<file path="config.mk">
export PLATFORM = sky130hd
export DESIGN_NAME = ecc_sed_enc_arbiter_flat
export DESIGN_NICKNAME = d
export VERILOG_FILES = /design/src/rtl/ecc_sed_enc_arbiter_if.sv /design/src/rtl/ecc_sed_enc_arbiter.sv /design/src/flat_wrapper.sv
export SDC_FILE = /design/constraint.sdc
export NUM_CORES = 1
export LEC_CHECK = 0
export ABC_CLOCK_PERIOD_IN_PS = 4800
export BUFFER_PORTS_ARGS = -buffer_cell sky130_fd_sc_hd__clkbuf_2
export CORE_AREA = 2 2 82 84
export CTS_BUF_LIST = sky130_fd_sc_hd__clkbuf_4
export DETAILED_ROUTE_END_ITERATION = 12
export DIE_AREA = 0 0 84 86
export PLACE_DENSITY = 0.71
export SYNTH_ARGS = -nofsm -noshare
export SYNTH_HDL_FRONTEND = slang
export SYNTH_HIERARCHICAL = 1
export SYNTH_SLANG_ARGS = --single-unit
export TNS_END_PERCENT = 50
</file>
<file path="constraint.sdc">
create_clock -name clk -period 4.8 [get_ports clk]
set_input_delay 0.96 -clock clk [delete_from_list [all_inputs] [get_ports clk]]
set_output_delay 0.96 -clock clk [all_outputs]
set_load 0.01 [all_outputs]
</file>
<file path="src/rtl/ecc_sed_enc_arbiter_if.sv">
// Bundle of requester, encoder and output-stage signals for the shared SED encoder arbiter.
// The arbiter uses the slave view; the client/encoder/sink side uses the master view.
interface ecc_sed_enc_arbiter_if #(
    parameter int NREQ = 4,
    parameter int DW   = 12,
    parameter int IDW  = $clog2(NREQ)
);
    logic                     cfg_mode;
    logic [NREQ-1:0]          req_valid;
    logic [NREQ-1:0][DW-1:0]  req_data;
    logic [NREQ-1:0]          req_ready;
    logic [DW-1:0]            enc_data;
    logic                     enc_data_valid;
    logic [DW:0]              enc_codeword;
    logic                     enc_valid;
    logic                     out_valid;
    logic [DW:0]              out_codeword;
    logic [IDW-1:0]           out_id;
    logic                     out_ready;
    logic                     enc_err;
    logic [15:0]              word_cnt;

    modport master (
        output cfg_mode, req_valid, req_data, enc_codeword, enc_valid, out_ready,
        input  req_ready, enc_data, enc_data_valid, out_valid, out_codeword, out_id,
               enc_err, word_cnt
    );

    modport slave (
        input  cfg_mode, req_valid, req_data, enc_codeword, enc_valid, out_ready,
        output req_ready, enc_data, enc_data_valid, out_valid, out_codeword, out_id,
               enc_err, word_cnt
    );
endinterface

</file>
<file path="src/rtl/ecc_sed_enc_arbiter.sv">
// Arbitrates NREQ requesters onto one SED parity encoder and registers the
// codeword plus requester id behind a valid/ready stage; flags encoder inconsistency.
module ecc_sed_enc_arbiter_lane #(
    parameter int DW = 12
) (
    input  logic          gnt,
    input  logic [DW-1:0] data,
    output logic [DW-1:0] data_gated
);
    assign data_gated = gnt ? data : '0;
endmodule

module ecc_sed_enc_arbiter #(
    parameter int NREQ = 4,
    parameter int DW   = 12,
    parameter int IDW  = $clog2(NREQ)
) (
    input  logic                  clk,
    input  logic                  rst,
    ecc_sed_enc_arbiter_if.slave  bus
);
    localparam int PW = IDW + 1;

    typedef enum logic {EMPTY, FULL} state_t;

    typedef struct packed {
        logic [DW:0]    codeword;
        logic [IDW-1:0] id;
    } out_t;

    state_t                  state_q, state_d;
    out_t                    out_q, out_d;
    logic [IDW-1:0]          rr_ptr_q, rr_ptr_d;
    logic                    err_q, err_d;
    logic [15:0]             cnt_q, cnt_d;
    logic [IDW-1:0]          gnt_id;
    logic                    any_req, can_accept, accept;
    logic [NREQ-1:0]         gnt;
    logic [NREQ-1:0][DW-1:0] lane_data;
    logic [DW-1:0]           enc_data_or;

    // Rotated search: fixed priority is just a search that always starts at 0.
    always_comb begin
        logic [PW-1:0] idx;
        gnt_id  = '0;
        any_req = 1'b0;
        idx     = '0;
        for (int k = 0; k < NREQ; k++) begin
            idx = bus.cfg_mode ? PW'(k) : {1'b0, rr_ptr_q} + PW'(k);
            if (idx >= PW'(NREQ)) idx = idx - PW'(NREQ);
            if (!any_req && bus.req_valid[idx[IDW-1:0]]) begin
                any_req = 1'b1;
                gnt_id  = idx[IDW-1:0];
            end
        end
    end

    // rst gating keeps req_ready low for the whole reset assertion.
    assign can_accept = rst && (state_q == EMPTY || bus.out_ready);
    assign accept     = can_accept && any_req;
    assign gnt        = accept ? (NREQ'(1) << gnt_id) : '0;

    for (genvar i = 0; i < NREQ; i++) begin : g_lane
        ecc_sed_enc_arbiter_lane #(.DW(DW)) u_lane (
            .gnt        (gnt[i]),
            .data       (bus.req_data[i]),
            .data_gated (lane_data[i])
        );
    end

    always_comb begin
        enc_data_or = '0;
        for (int i = 0; i < NREQ; i++) enc_data_or |= lane_data[i];
    end

    assign bus.req_ready      = gnt;
    assign bus.enc_data       = enc_data_or;
    assign bus.enc_data_valid = accept;

    always_comb begin
        state_d  = state_q;
        out_d    = out_q;
        rr_ptr_d = rr_ptr_q;
        cnt_d    = cnt_q;
        err_d    = err_q;
        if (accept) begin
            state_d  = FULL;
            out_d    = '{codeword: bus.enc_codeword, id: gnt_id};
            rr_ptr_d = (gnt_id == IDW'(NREQ - 1)) ? '0 : gnt_id + 1'b1;
            cnt_d    = cnt_q + 16'd1;
        end else if (state_q == FULL && bus.out_ready) begin
            state_d = EMPTY;
        end
        // Parity bit is deliberately not checked; only the data echo and valid pairing.
        if (bus.enc_valid != accept) err_d = 1'b1;
        if (accept && bus.enc_codeword[DW-1:0] != enc_data_or) err_d = 1'b1;
    end

    always_ff @(posedge clk or negedge rst) begin
        if (!rst) begin
            state_q  <= EMPTY;
            out_q    <= '0;
            rr_ptr_q <= '0;
            cnt_q    <= '0;
            err_q    <= 1'b0;
        end else begin
            state_q  <= state_d;
            out_q    <= out_d;
            rr_ptr_q <= rr_ptr_d;
            cnt_q    <= cnt_d;
            err_q    <= err_d;
        end
    end

    assign bus.out_valid    = (state_q == FULL);
    assign bus.out_codeword = out_q.codeword;
    assign bus.out_id       = out_q.id;
    assign bus.enc_err      = err_q;
    assign bus.word_cnt     = cnt_q;
endmodule

</file>
<file path="src/flat_wrapper.sv">
// flat-port wrapper written by rule: the top's interface ports become plain ports
module ecc_sed_enc_arbiter_flat 
#(
    parameter int NREQ = 4,
    parameter int DW   = 12,
    parameter int IDW  = $clog2(NREQ)
)
  (clk, rst, bus_cfg_mode, bus_req_valid, bus_req_data, bus_enc_codeword, bus_enc_valid, bus_out_ready, bus_req_ready, bus_enc_data, bus_enc_data_valid, bus_out_valid, bus_out_codeword, bus_out_id, bus_enc_err, bus_word_cnt);
  ecc_sed_enc_arbiter_if #(.NREQ(NREQ), .DW(DW), .IDW(IDW)) bus_i ();
  input  logic clk;
  input  logic rst;
  input wire logic [$bits(bus_i.cfg_mode)-1:0] bus_cfg_mode;
  input wire logic [$bits(bus_i.req_valid)-1:0] bus_req_valid;
  input wire logic [$bits(bus_i.req_data)-1:0] bus_req_data;
  input wire logic [$bits(bus_i.enc_codeword)-1:0] bus_enc_codeword;
  input wire logic [$bits(bus_i.enc_valid)-1:0] bus_enc_valid;
  input wire logic [$bits(bus_i.out_ready)-1:0] bus_out_ready;
  output wire logic [$bits(bus_i.req_ready)-1:0] bus_req_ready;
  output wire logic [$bits(bus_i.enc_data)-1:0] bus_enc_data;
  output wire logic [$bits(bus_i.enc_data_valid)-1:0] bus_enc_data_valid;
  output wire logic [$bits(bus_i.out_valid)-1:0] bus_out_valid;
  output wire logic [$bits(bus_i.out_codeword)-1:0] bus_out_codeword;
  output wire logic [$bits(bus_i.out_id)-1:0] bus_out_id;
  output wire logic [$bits(bus_i.enc_err)-1:0] bus_enc_err;
  output wire logic [$bits(bus_i.word_cnt)-1:0] bus_word_cnt;
  assign bus_i.cfg_mode = bus_cfg_mode;
  assign bus_i.req_valid = bus_req_valid;
  assign bus_i.req_data = bus_req_data;
  assign bus_i.enc_codeword = bus_enc_codeword;
  assign bus_i.enc_valid = bus_enc_valid;
  assign bus_i.out_ready = bus_out_ready;
  assign bus_req_ready = bus_i.req_ready;
  assign bus_enc_data = bus_i.enc_data;
  assign bus_enc_data_valid = bus_i.enc_data_valid;
  assign bus_out_valid = bus_i.out_valid;
  assign bus_out_codeword = bus_i.out_codeword;
  assign bus_out_id = bus_i.out_id;
  assign bus_enc_err = bus_i.enc_err;
  assign bus_word_cnt = bus_i.word_cnt;
  ecc_sed_enc_arbiter #(.NREQ(NREQ), .DW(DW), .IDW(IDW)) u_core (.clk(clk), .rst(rst), .bus(bus_i));
endmodule
</file>
==> metrics.cfg <==
[synthesis]
ys_warn_count = 6
avgSynthCellArea_um2 = 9.67
yosysUniqueCellTypes = 48
synthSimpleGateAreaFrac = 0.327
ys_seq_area_frac = 0.347
synthFlopType = dfrtp_1
synth_edf_count = 0
synth_top_family_by_area = simple AND/OR/NAND/NOR gates
synthArstFlopShare = 1.00
syn-instance-count = 261
syn_nets = 336
synthMuxAreaShare = 0.0793
ys_ff_latch = 35
synth_compound_area_frac = 0.0763
synthAdderAreaFrac = 0.0248
synth.cell_area_um2 = 2520
synth-xor-area-share = 0.0937

[place]
post-dp-hpwl_mm = 5.00
placed_cells = 446
dpl_cell_area_um2 = 3140
port_buffers = 119
pre_cts_slack_ps = 213
gp_congestion = 0.867

[sta]
slew_headroom = 0.663
finalHoldViolations = 0
timing.hold.ws_ps = 475
min_period_over_period = 0.963
setup_tns_ps = 0
setup_slack_ps = 176
worstMarginPinSlew_ps = 506
drv_slew = 0
fmax_mhz = 216
finClkSkew_ps = 6.11
min_period_ps = 4620
rsz0062_at_grt = no
setup_viol = 0

[clock_tree]
cts-resized-gates = 0
cts_inserted_buffers = 5
clkTransAtPathRegs_ps = 110
cts_tree = yes
clock-sinks = 35
cts-root-buf = clkbuf_4
ctsHoldBuffers = 0
ctsLongestPathBuffers = 2
cts_setup_buffers = 0
htreeDepth = 2
clk_latency_ps = 330

[global_route]
grt_pass1_wl_mm = 10.3
grt_pass1_vias = 2248
overflow = 0
grtUsageTotal = 0.178
grt_antenna_before_repair = 0
grt_max_degree = 37

[drt]
antenna_left = 0
finalWirelength_mm = 6.29
remaining_drc_errors = 0
topRoutingLayerUsed = met4
vias = 2324
via_per_inst = 5.12
wl_met1_mm = 2.78
wl_met2_mm = 3.13
wl_met3_um = 294
avgRoutedWirePerCell_um = 13.9
drt_iter0_markers = 65
dr.pass1.iters = 4

[floorplanning]
io_pins = 120
die_area_um2 = 7220
die_w_um = 84
rows = 29
fp.coreArea_um2 = 6280
die_h_um = 86
initial_core_util = 0.402

[cells_and_area]
final_cell_area_um2 = 3200
diodes = 0
drive_above_1_share = 0.456
nNetsFinal = 451
syn2layout_area_growth_pct = 26.8
post-route-util = 0.510
layout.cells.non_filler = 454

[setup_path]
crit_type = in -> out
cp.arrival_ps = 3660
end_kind = output port
setup.worst_path.start_class = input pin
cp_max_fo = 13
crit_required_ps = 3840

[worst_hold_path]
hold_class = reg -> reg

[power_and_ir_drop]
leakage_nw = 1.65
power.density_nw_per_um2 = 344
peakVddDrop_v = 0.000195
finalPower_mw = 1.10

[flow_run]
max-cap-violations = 0

[status]
status = finished clean

[layer usage]
layer,track usage,up-vias
met5,0,-
met2,0.308,75
met1,0.220,1104
met4,0.0674,0
met3,0.0366,8
li1,-,1137
[critical path: stages]
cell      delay (ps)
clkbuf_2         190
and2b_1          290
nor3_1            60
a211oi_1         250
o211ai_1         150
o21ai_1          190
inv_1            110
ha_1             200
and2_1           280
and2_2           250
or4_1            570
clkbuf_2         160
[path summary, 6_finish.rpt]
kind                                               from                       to  slack, ps  cells after the start
worst max-delay path                       bus_cfg_mode          bus_enc_data[0]        180                     12
min in group asynchronous                           rst   u_core/bus.word_cnt[4]        680                      2
worst min register to register  u_core/bus.word_cnt[15]  u_core/bus.word_cnt[15]        470                      1
max in group asynchronous                           rst     u_core/bus.out_id[0]       3780                      2
worst min-delay path            u_core/bus.word_cnt[15]  u_core/bus.word_cnt[15]        470                      1
worst max register to register       u_core/rr_ptr_q[1]       u_core/bus.enc_err        760                     15
[final cells by class]
type / instances / area, um2
Sequential cell: 35 / 876
Fill cell: 596 / 3080
Tap cell: 77 / 96.3
Multi-Input combinational cell: 204 / 1520
Inverter: 7 / 26.3
Timing Repair Buffer: 123 / 626
Clock inverter: 3 / 20.0
Clock buffer: 5 / 37.5
[power by group]
part	internal, mW	total (mW)	switching [mW]	leakage (nW)
clock	0.0559	0.159	0.104	0.0272
sequential	0.359	0.435	0.0766	0.417
combinational	0.239	0.506	0.267	1.20
[cell usage after synthesis, drive strengths merged (2+ instances only)]
master | count | area share
and2 | 52 | 0.14
nor2b | 3 | 0.010
a211oi | 2 | 0.0059
o22ai | 2 | 0.0050
nand2 | 13 | 0.019
nand4 | 6 | 0.015
buf | 13 | 0.039
xnor2 | 12 | 0.042
o21ai | 5 | 0.0099
dfrtp | 35 | 0.35
nor3 | 6 | 0.012
nand2b | 4 | 0.013
nor2 | 11 | 0.016
nor4 | 7 | 0.025
ha | 5 | 0.025
inv | 6 | 0.0089
clkbuf | 2 | 0.0030
xor2 | 15 | 0.052
nor3b | 2 | 0.0059
o211ai | 2 | 0.0079
a21oi | 8 | 0.016
nand3 | 4 | 0.0079
mux2i | 2 | 0.0079
or4 | 13 | 0.039
mux2 | 16 | 0.071
[registers in the layout, summed over array words and instances, names as in the netlist]
register	flops
u_core/bus.enc_err	1
u_core/bus.out_codeword	13
u_core/bus.out_id	2
u_core/bus.out_valid	1
u_core/bus.word_cnt	16
u_core/rr_ptr_q	2
[cell families (layout without fill, tap and decap cells)]
| group | Yosys count | after routing |
|---|---|---|
| simple gates | 127 | 127 |
| flops | 35 | 35 |
| compound gates | 27 | 27 |
| xor+xnor | 27 | 27 |
| buf+inv | 22 | 138 |
| mux | 18 | 18 |
| fa+ha+maj | 5 | 5 |
[layout by cell type, fill, tap and decap left out, drive strengths merged, types with 3 or more instances in the layout]
cell type,instances
ha,5
and2,52
or4,13
clkbuf,124
nand4,6
nand2b,4
nor2,11
nor4,7
nor3,6
nand2,13
nand3,4
a21oi,8
mux2,16
dfrtp,35
xor2,15
nor2b,3
inv,6
buf,4
o21ai,5
xnor2,12
(Power assumes the default switching activity.)
